--- src/rtl/rv_pkg.sv ---
// Shared types for the instruction-fetch queue: queued entry layout and FSM states.
package rv_pkg;

  typedef struct packed {
    logic [31:2] pc;
    logic [31:0] instr;
  } fetch_entry_t;

  typedef enum logic [1:0] {
    FQ_IDLE,
    FQ_WAIT,
    FQ_DROP
  } fq_state_t;

  localparam int unsigned FQ_DEFAULT_DEPTH = 4;

endpackage

--- src/rtl/rv_sync_fifo.sv ---
// Synchronous FIFO with clear, occupancy count and a registered head entry.
// Simultaneous push and pop are allowed, including when full.
module rv_sync_fifo #(
  parameter int unsigned DEPTH = 4,
  parameter type T = logic [7:0]
) (
  input  logic                     i_clk,
  input  logic                     i_reset,
  input  logic                     i_clear,
  input  logic                     i_push,
  input  T                         i_data,
  input  logic                     i_pop,
  output T                         o_head,
  output logic [$clog2(DEPTH):0]   o_count,
  output logic                     o_full,
  output logic                     o_empty
);

  localparam int unsigned AW = $clog2(DEPTH);
  localparam int unsigned CW = AW + 1;

  T               mem_q [DEPTH];
  logic [AW-1:0]  wr_ptr_q, rd_ptr_q;
  logic [CW-1:0]  count_q;
  logic           do_push, do_pop;

  assign o_empty = (count_q == '0);
  assign o_full  = (count_q == CW'(DEPTH));
  assign do_pop  = i_pop && !o_empty;
  assign do_push = i_push && (!o_full || do_pop);

  always_ff @(posedge i_clk) begin
    if (i_reset || i_clear) begin
      wr_ptr_q <= '0;
      rd_ptr_q <= '0;
      count_q  <= '0;
    end else begin
      if (do_push) wr_ptr_q <= wr_ptr_q + AW'(1);
      if (do_pop)  rd_ptr_q <= rd_ptr_q + AW'(1);
      count_q <= count_q + CW'(do_push) - CW'(do_pop);
    end
  end

  // Storage carries no reset; validity is tracked by count_q alone.
  always_ff @(posedge i_clk) begin
    if (do_push && !i_clear && !i_reset) mem_q[wr_ptr_q] <= i_data;
  end

  assign o_head  = mem_q[rd_ptr_q];
  assign o_count = count_q;

endmodule

--- src/rtl/rv_fetch_queue.sv ---
// Fetch front end: one-outstanding req/ack bus master feeding a decode queue.
// Optional feature macro RV_FETCH_BYPASS_EN gives a zero-latency path for words arriving at an empty queue.
module rv_fetch_queue
  import rv_pkg::*;
#(
  parameter int unsigned DEPTH = FQ_DEFAULT_DEPTH
) (
  input  logic        i_clk,
  input  logic        i_reset,
  input  logic [29:0] i_pc,
  input  logic        i_flush,
  output logic        o_pc_adv,
  output logic        o_bus_req,
  output logic [29:0] o_bus_addr,
  input  logic        i_bus_ack,
  input  logic [31:0] i_bus_rdata,
  output logic        o_valid,
  input  logic        i_ready,
  output logic [31:0] o_instr,
  output logic [29:0] o_pc
);

  localparam int unsigned CW = $clog2(DEPTH) + 1;

  fq_state_t      state_q, state_d;
  logic [29:0]    addr_q, addr_d;

  fetch_entry_t   push_entry, head_entry;
  logic [CW-1:0]  fifo_count, count_after;
  logic           fifo_full, fifo_empty;
  logic           ack_ok, push, pop;

  assign ack_ok = (state_q == FQ_WAIT) && i_bus_ack && !i_flush && !i_reset;
  assign pop    = !fifo_empty && i_ready;

  assign push_entry.pc    = addr_q;
  assign push_entry.instr = i_bus_rdata;

`ifdef RV_FETCH_BYPASS_EN
  logic bypass;
  assign bypass  = ack_ok && fifo_empty;
  assign push    = ack_ok && !(bypass && i_ready);
  assign o_valid = !fifo_empty || bypass;
  assign o_instr = fifo_empty ? i_bus_rdata : head_entry.instr;
  assign o_pc    = fifo_empty ? addr_q      : head_entry.pc;
`else
  assign push    = ack_ok;
  assign o_valid = !fifo_empty;
  assign o_instr = head_entry.instr;
  assign o_pc    = head_entry.pc;
`endif

  assign count_after = fifo_count + CW'(push) - CW'(pop);

  rv_sync_fifo #(
    .DEPTH (DEPTH),
    .T     (fetch_entry_t)
  ) u_fifo (
    .i_clk   (i_clk),
    .i_reset (i_reset),
    .i_clear (i_flush),
    .i_push  (push),
    .i_data  (push_entry),
    .i_pop   (pop),
    .o_head  (head_entry),
    .o_count (fifo_count),
    .o_full  (fifo_full),
    .o_empty (fifo_empty)
  );

  always_ff @(posedge i_clk) begin
    if (i_reset) begin
      state_q <= FQ_IDLE;
      addr_q  <= '0;
    end else begin
      state_q <= state_d;
      addr_q  <= addr_d;
    end
  end

  // Keep requesting back-to-back only while the queue can still absorb the next word.
  always_comb begin
    state_d = state_q;
    addr_d  = addr_q;
    case (state_q)
      FQ_IDLE: begin
        if (!i_flush && !fifo_full) begin
          addr_d  = i_pc;
          state_d = FQ_WAIT;
        end
      end
      FQ_WAIT: begin
        if (i_flush) begin
          state_d = i_bus_ack ? FQ_IDLE : FQ_DROP;
        end else if (i_bus_ack) begin
          if (count_after < CW'(DEPTH)) addr_d = addr_q + 30'd1;
          else                          state_d = FQ_IDLE;
        end
      end
      FQ_DROP: begin
        if (i_bus_ack) state_d = FQ_IDLE;
      end
      default: state_d = FQ_IDLE;
    endcase
  end

  assign o_bus_req  = (state_q != FQ_IDLE);
  assign o_bus_addr = addr_q;
  assign o_pc_adv   = ack_ok;

endmodule

--- config.mk ---
export PLATFORM = sky130hd
export DESIGN_NAME = rv_fetch_queue
export DESIGN_NICKNAME = d
export VERILOG_FILES = /design/src/rtl/rv_pkg.sv /design/src/rtl/rv_sync_fifo.sv /design/src/rtl/rv_fetch_queue.sv
export SDC_FILE = /design/constraint.sdc
export NUM_CORES = 1
export LEC_CHECK = 0
export CORE_MARGIN = 3
export CORE_UTILIZATION = 30
export CTS_CLUSTER_DIAMETER = 150
export CTS_CLUSTER_SIZE = 24
export DETAILED_ROUTE_END_ITERATION = 7
export PLACE_DENSITY = 0.52
export SLEW_MARGIN = 20
export SYNTH_ARGS = -nofsm -noshare
export SYNTH_HDL_FRONTEND = slang
export SYNTH_SLANG_ARGS = --single-unit
--- constraint.sdc ---
create_clock -name i_clk -period 8.2 [get_ports i_clk]
set_input_delay 1.64 -clock i_clk [delete_from_list [all_inputs] [get_ports i_clk]]
set_output_delay 1.64 -clock i_clk [all_outputs]
set_load 0.02 [all_outputs]
Yosys cells after proc, flatten, opt, wreduce, memory -nomap -nowiden
Memories as Yosys holds them, arrays and structs flattened. A register that Yosys moved wholly into a read port is not among the register bits.
Cells that the tools add are included.
W data, S select, Z words.
{"block": "classes", "n_addsub": 7, "order_cmp": 1, "n_eq_ne": 10, "muxes": 16, "n_reduce_logical": 21}
{"cell": "$mux W30", "n": 4}
{"cell": "$pmux W30 S2", "n": 1}
{"cell": "$add A30 B1 Y30 const B", "n": 1}
{"cell": "$mux W2", "n": 8}
{"cell": "$logic_and A1 B1 Y1", "n": 9}
{"cell": "$ne A2 B2 Y1 const B", "n": 4}
{"cell": "$add A3 B1 Y3", "n": 2}
{"cell": "$ne A3 B3 Y1 const B", "n": 2}
{"cell": "$pmux W2 S3", "n": 1}
{"cell": "$sub A3 B1 Y3", "n": 2}
{"cell": "$reduce_and A5 Y1", "n": 1}
{"cell": "$add A2 B1 Y2 const B", "n": 2}
{"cell": "$logic_not A1 Y1", "n": 4}
{"cell": "$reduce_and A4 Y1", "n": 1}
{"cell": "$reduce_bool A2 Y1", "n": 2}
{"cell": "$eq A3 B3 Y1 const B", "n": 1}
{"cell": "$logic_not A3 Y1", "n": 1}
{"cell": "$lt A3 B3 Y1 const B", "n": 1}
{"cell": "$eq A2 B1 Y1 const B", "n": 1}
{"cell": "$eq A2 B2 Y1 const B", "n": 1}
{"cell": "$logic_not A2 Y1", "n": 1}
{"cell": "$logic_or A1 B1 Y1", "n": 2}
{"cell": "$mux W1", "n": 2}
{"cell": "$ne A2 B1 Y1 const B", "n": 1}
{"block": "word_totals", "reg_bits": 39, "ram_bits": 248, "out_inout_bits": 95, "elab_cells": 61, "n_memories": 1}
{"memory": "u_fifo.mem_q", "words": 4, "width": 62, "read_ports": 1, "rd_clocked_by_memory_dff": 1, "write_ports": 1, "line_no": "rv_sync_fifo.sv:22", "source": "T mem_q [DEPTH];"}

Logic depth before layout (Yosys ltp)
{"block": "logic_depth", "word_depth": 11, "ltp_mapped": 12, "depth_no_buf": 10}

Cells and area by module
A second synthesis with hierarchy kept.
{"block": "hier_totals", "cells_unflattened": 660, "area_unflattened_um2": 11671.2}
{"module": "rv_sync_fifo", "n_inst": 1, "cells_each": 371, "area_per_inst_um2": 9491.6}
{"module": "rv_fetch_queue", "n_inst": 1, "cells_each": 289, "area_per_inst_um2": 2179.6}

Worst setup path after synthesis
Ideal clock, no wire load.
{"block": "synth_timing", "path_type": "input to register", "from": "input port i_flush", "to": "memory u_fifo.mem_q[0][0] in the netlist's numbering (enable)", "arrival_ps": 4494, "required_time_ps": 7773, "slack_ps": 3279, "stages": 5, "n_path_buf": 1, "path_cell_list": "or2_2 > clkbuf_1 > nor3_1 > o21a_1 > and2_1"}
{"block": "synth_via", "elab_chain_cells": 8}
{"item": "start, declared", "line_no": "rv_fetch_queue.sv:11", "source": "input logic i_flush,"}
{"item": "$logic_not A1 Y1", "line_no": "rv_fetch_queue.sv:33", "source": "assign ack_ok = (state_q == FQ_WAIT) && i_bus_ack && !i_flush && !i_reset;"}
{"item": "$logic_and A1 B1 Y1 (2 in a row)", "line_no": "rv_fetch_queue.sv:33"}
{"item": "net o_pc_adv", "line_no": "rv_fetch_queue.sv:12", "source": "output logic o_pc_adv,"}
{"item": "$logic_and A1 B1 Y1", "line_no": "rv_sync_fifo.sv:30", "source": "assign do_push = i_push && (!o_full || do_pop);"}
{"item": "$logic_and A1 B1 Y1 (2 in a row)", "line_no": "rv_sync_fifo.sv:46", "source": "if (do_push && !i_clear && !i_reset) mem_q[wr_ptr_q] <= i_data;"}
{"item": "$mux W1", "line_no": "rv_sync_fifo.sv:46"}
{"item": "$mux W1 (implied by the code)", "line_no": "rv_sync_fifo.sv:46"}
{"item": "end, declared", "line_no": "rv_sync_fifo.sv:22"}
The timed path passes the listed nets, and every way through them passes these cells.

Final worst setup path
{"block": "layout_timing", "from": "input port i_reset", "to": "output port o_pc_adv"}
{"block": "layout_via", "elab_chain_cells": 2}
{"item": "start, declared", "line_no": "rv_fetch_queue.sv:9", "source": "input logic i_reset,"}
{"item": "$logic_not A1 Y1", "line_no": "rv_fetch_queue.sv:33"}
{"item": "$logic_and A1 B1 Y1", "line_no": "rv_fetch_queue.sv:33"}
{"item": "end, declared", "line_no": "rv_fetch_queue.sv:12"}
Every way passes these cells.

==> flow_summary.toml <==
[status]
outcome = "completed"

[placed_design]
post-place-cells = 1291
placed_area_um2 = 13600
post-dp-hpwl_um = 17000
globalplace.congestion = 0.795
port_buffers = 161

[floorplan]
floorplan.core_area_um2 = 37000
start_util_pct = 30.8
die_h_um = 201
dieWidth_um = 201
fp.dieArea_um2 = 40500
ios = 162
std_cell_rows = 70

[synthesis]
synth_enable_flop_cells = 248
postSynthAreaPerCell_um2 = 17.4
netlist_top_cells_area = "sky130_fd_sc_hd__edfxtp_1, sky130_fd_sc_hd__mux4_2, sky130_fd_sc_hd__dfxtp_1"
ys_seq_area_share_pct = 72.4
synth_top_family_by_area = "multiplexers"
cell_type_with_the_highest_aggregate_area_in_the_netlist = "sky130_fd_sc_hd__edfxtp_1"
async_set_reset_flop_share_out_of_synthesis_pct = 0
post_synth_fa_ha_maj_area_fraction_pct = 1.05
yosys-mux-area-fraction_pct = 12.3
syn-num-nets = 732
ys.flop_type = "sky130_fd_sc_hd__edfxtp_1"
syn-cell-area_um2 = 11400
synth_compound_area_share_pct = 6.15
synth_seq_cells = 289
netlist-cell-type-count = 51
synth.yosys.warnings = 0
post_synth_and_or_nand_nor_area_fraction_pct = 5.79
yosys.area_share.xor_xnor_pct = 0.526
yosysTopAreaCellShare_pct = 65.2
syn_inst = 656

[job]
timing.max_cap.violations = 0

[final_layout]
antenna_cells_inserted = 0
final-instance-count-excl-fill = 1314
final_layout_size_suffix_gt1_share_pct = 13.0
final_cell_area_um2 = 14100
nets = 881
area_growth_pct = 23.3

[detailed_routing]
starting_drt_drc_count = 405
post-route-drc-count = 0
drt-wirelength-per-cell_um = 20.9
drt-pass1-iter-count = 4
via_per_inst = 4.89
antenna_left = 0
finalWirelength_um = 27500
dr_total_vias = 6427

[global_route]
grt_overflow = 0
grt_pass1_wl_um = 41900
antenna_found_initial = 0
grt_pass1_vias = 6680
grt_start_max_net_pins = 63
grtUsageTotal_pct = 13.3

[timing]
finClkSkew_ns = 0.0350
final_min_period_over_clock_period_pct = 64.0
maxClockFrequency_mhz = 190
final-max-slew-violation-count = 0
setup_violations = 0
totalNegativeSetupSlack_ns = 0
finalHoldWorstSlack_ns = 0.545
period_minus_slack_ns = 5.25
slew_hr_pct = 30.2
hold_violations = 0
setup_repair_after_global_routing_missed_its_margin = "no"
timing_worst_slew_pin_value_ns = 1.05

[setup_path]
critPathMaxFanout = 32
critical_path.startpoint_type = "input pin"
timing.reg2reg.setup_slack_ns = 4.84
critPathCaptureType = "output pin"
worstSetupPathType = "input pin to output pin"
arrival_ns = 3.61
data_required_time_of_the_worst_path_ns = 6.56

[power_and_ir_drop]
power_per_cell_area_nw_per_um2 = 193
p_leak_nw = 4.26
worst_ir_drop_vdd_uv = 153
design_power_total_mw = 2.72

[clock_tree]
cts_tree = "done"
clkSlewWorstSetupHoldPaths_ns = 0.07
cts_buffers = 16
clock-sinks = 289
cts.htree.levels = 1
clk_root_buffer_cell = "sky130_fd_sc_hd__clkbuf_16"
cts.repair.resized = 0
postCtsHoldBufs = 0
clock_insertion_delay_worst_skew_ns = 0.51
post-cts-setup-buffers = 0
clockBufferDepth = 3

[hold_path]
worstHoldPathType = "flip-flop to flip-flop"
final cells by class:
type                       instances  area [um2]
sequential                       289        8280
fill                            3465       23000
timing repair buffer             172        1690
multi-input combinational        314        2960
clock inverter                     1        30.0
clock buffer                      22         444
inverter                          12        45.0
tap                              504         631
kinds of logic after synthesis:
| family | count (synthesis) |
|---|---|
| adders and majority gates | 9 |
| DFF | 289 |
| muxes | 63 |
| and+or+nand+nor | 125 |
| buffers and inverters | 53 |
| xor gates and xnor gates | 6 |
| AOI/OAI and AO/OA | 111 |
state kept, by name, summed over array words and instances, names as in the netlist, named ones only:
| register | cells |
|---|---|
| state_q | 2 |
| u_fifo.mem_q | 248 |
| u_fifo.rd_ptr_q | 2 |
| u_fifo.wr_ptr_q | 2 |
| o_bus_addr | 30 |
| u_fifo.o_count | 3 |
critical path, cell delays in order:
cell	delay, ns
sky130_fd_sc_hd__clkdlybuf4s50_1	0.39
sky130_fd_sc_hd__buf_4	0.25
sky130_fd_sc_hd__or2_2	0.41
sky130_fd_sc_hd__nor3_1	0.26
sky130_fd_sc_hd__clkdlybuf4s50_1	0.65
metal layers:
metal  routed length, um  GRT usage (%)
met1               12300           18.7
met2               12900           21.5
met3                1740           2.98
met4                 611           2.89
met5                   0          0.238
layout by cell type, fill, tap and decap left out, types with 16 or more instances in the layout:
master	count
sky130_fd_sc_hd__edfxtp_1	248
sky130_fd_sc_hd__mux4_2	62
sky130_fd_sc_hd__nor2_1	16
sky130_fd_sc_hd__dfxtp_1	39
sky130_fd_sc_hd__clkdlybuf4s50_1	161
sky130_fd_sc_hd__nand2_1	33
sky130_fd_sc_hd__o21ai_0	24
sky130_fd_sc_hd__clkbuf_16	17
sky130_fd_sc_hd__a21oi_1	31
sky130_fd_sc_hd__nand3_1	19
path summary, 6_finish.rpt:
check / startpoint / endpoint / cells after the start
hold / removal: u_fifo.rd_ptr_q[0] / u_fifo.rd_ptr_q[0] / 2
setup reg to reg: u_fifo.o_count[1] / o_bus_addr[29] / 10
hold reg to reg: u_fifo.rd_ptr_q[0] / u_fifo.rd_ptr_q[0] / 2
setup / recovery: i_reset / o_pc_adv / 5
through the flow:
step                      util (%)  setup WS (ns)
final                         38.0           2.95
after global routing          38.0           2.83
after CTS                     38.0           2.93
after detailed placement      36.7           2.95
after global placement        36.7           2.92
after floorplan                  -           3.28
Yosys cell counts, types with 2 or more instances:
cell                         n
sky130_fd_sc_hd__inv_1      11
sky130_fd_sc_hd__and2_1      9
sky130_fd_sc_hd__mux4_2     62
sky130_fd_sc_hd__a31oi_1     5
sky130_fd_sc_hd__o21a_1      2
sky130_fd_sc_hd__ha_1        8
sky130_fd_sc_hd__and4_1      6
sky130_fd_sc_hd__o31ai_1     7
sky130_fd_sc_hd__o32ai_1     3
sky130_fd_sc_hd__or2_2       3
sky130_fd_sc_hd__nand3_1    19
sky130_fd_sc_hd__or4b_1      2
sky130_fd_sc_hd__nor4_1      5
sky130_fd_sc_hd__nand4_1    12
sky130_fd_sc_hd__dfxtp_1    41
sky130_fd_sc_hd__nor2b_1     2
sky130_fd_sc_hd__o21ai_0    24
sky130_fd_sc_hd__clkbuf_1   31
sky130_fd_sc_hd__nand2_1    33
sky130_fd_sc_hd__or4_1       2
sky130_fd_sc_hd__and3_1      4
sky130_fd_sc_hd__nor2_1     16
sky130_fd_sc_hd__edfxtp_1  248
sky130_fd_sc_hd__nor3_1      5
sky130_fd_sc_hd__a31o_2      3
sky130_fd_sc_hd__a311o_1     2
sky130_fd_sc_hd__o22ai_1    10
sky130_fd_sc_hd__xnor2_1     4
sky130_fd_sc_hd__or3_1       3
sky130_fd_sc_hd__a311oi_1    2
sky130_fd_sc_hd__a211oi_1   13
sky130_fd_sc_hd__a21oi_1    31
sky130_fd_sc_hd__nor3b_1     2
sky130_fd_sc_hd__buf_1       9
power by group:
part	switching (mW)	internal, mW	leakage (nW)
clock	0.470	0.389	0.227
sequential	0.0421	1.62	2.61
combinational	0.104	0.0950	1.42
(Power assumes the default switching activity.)
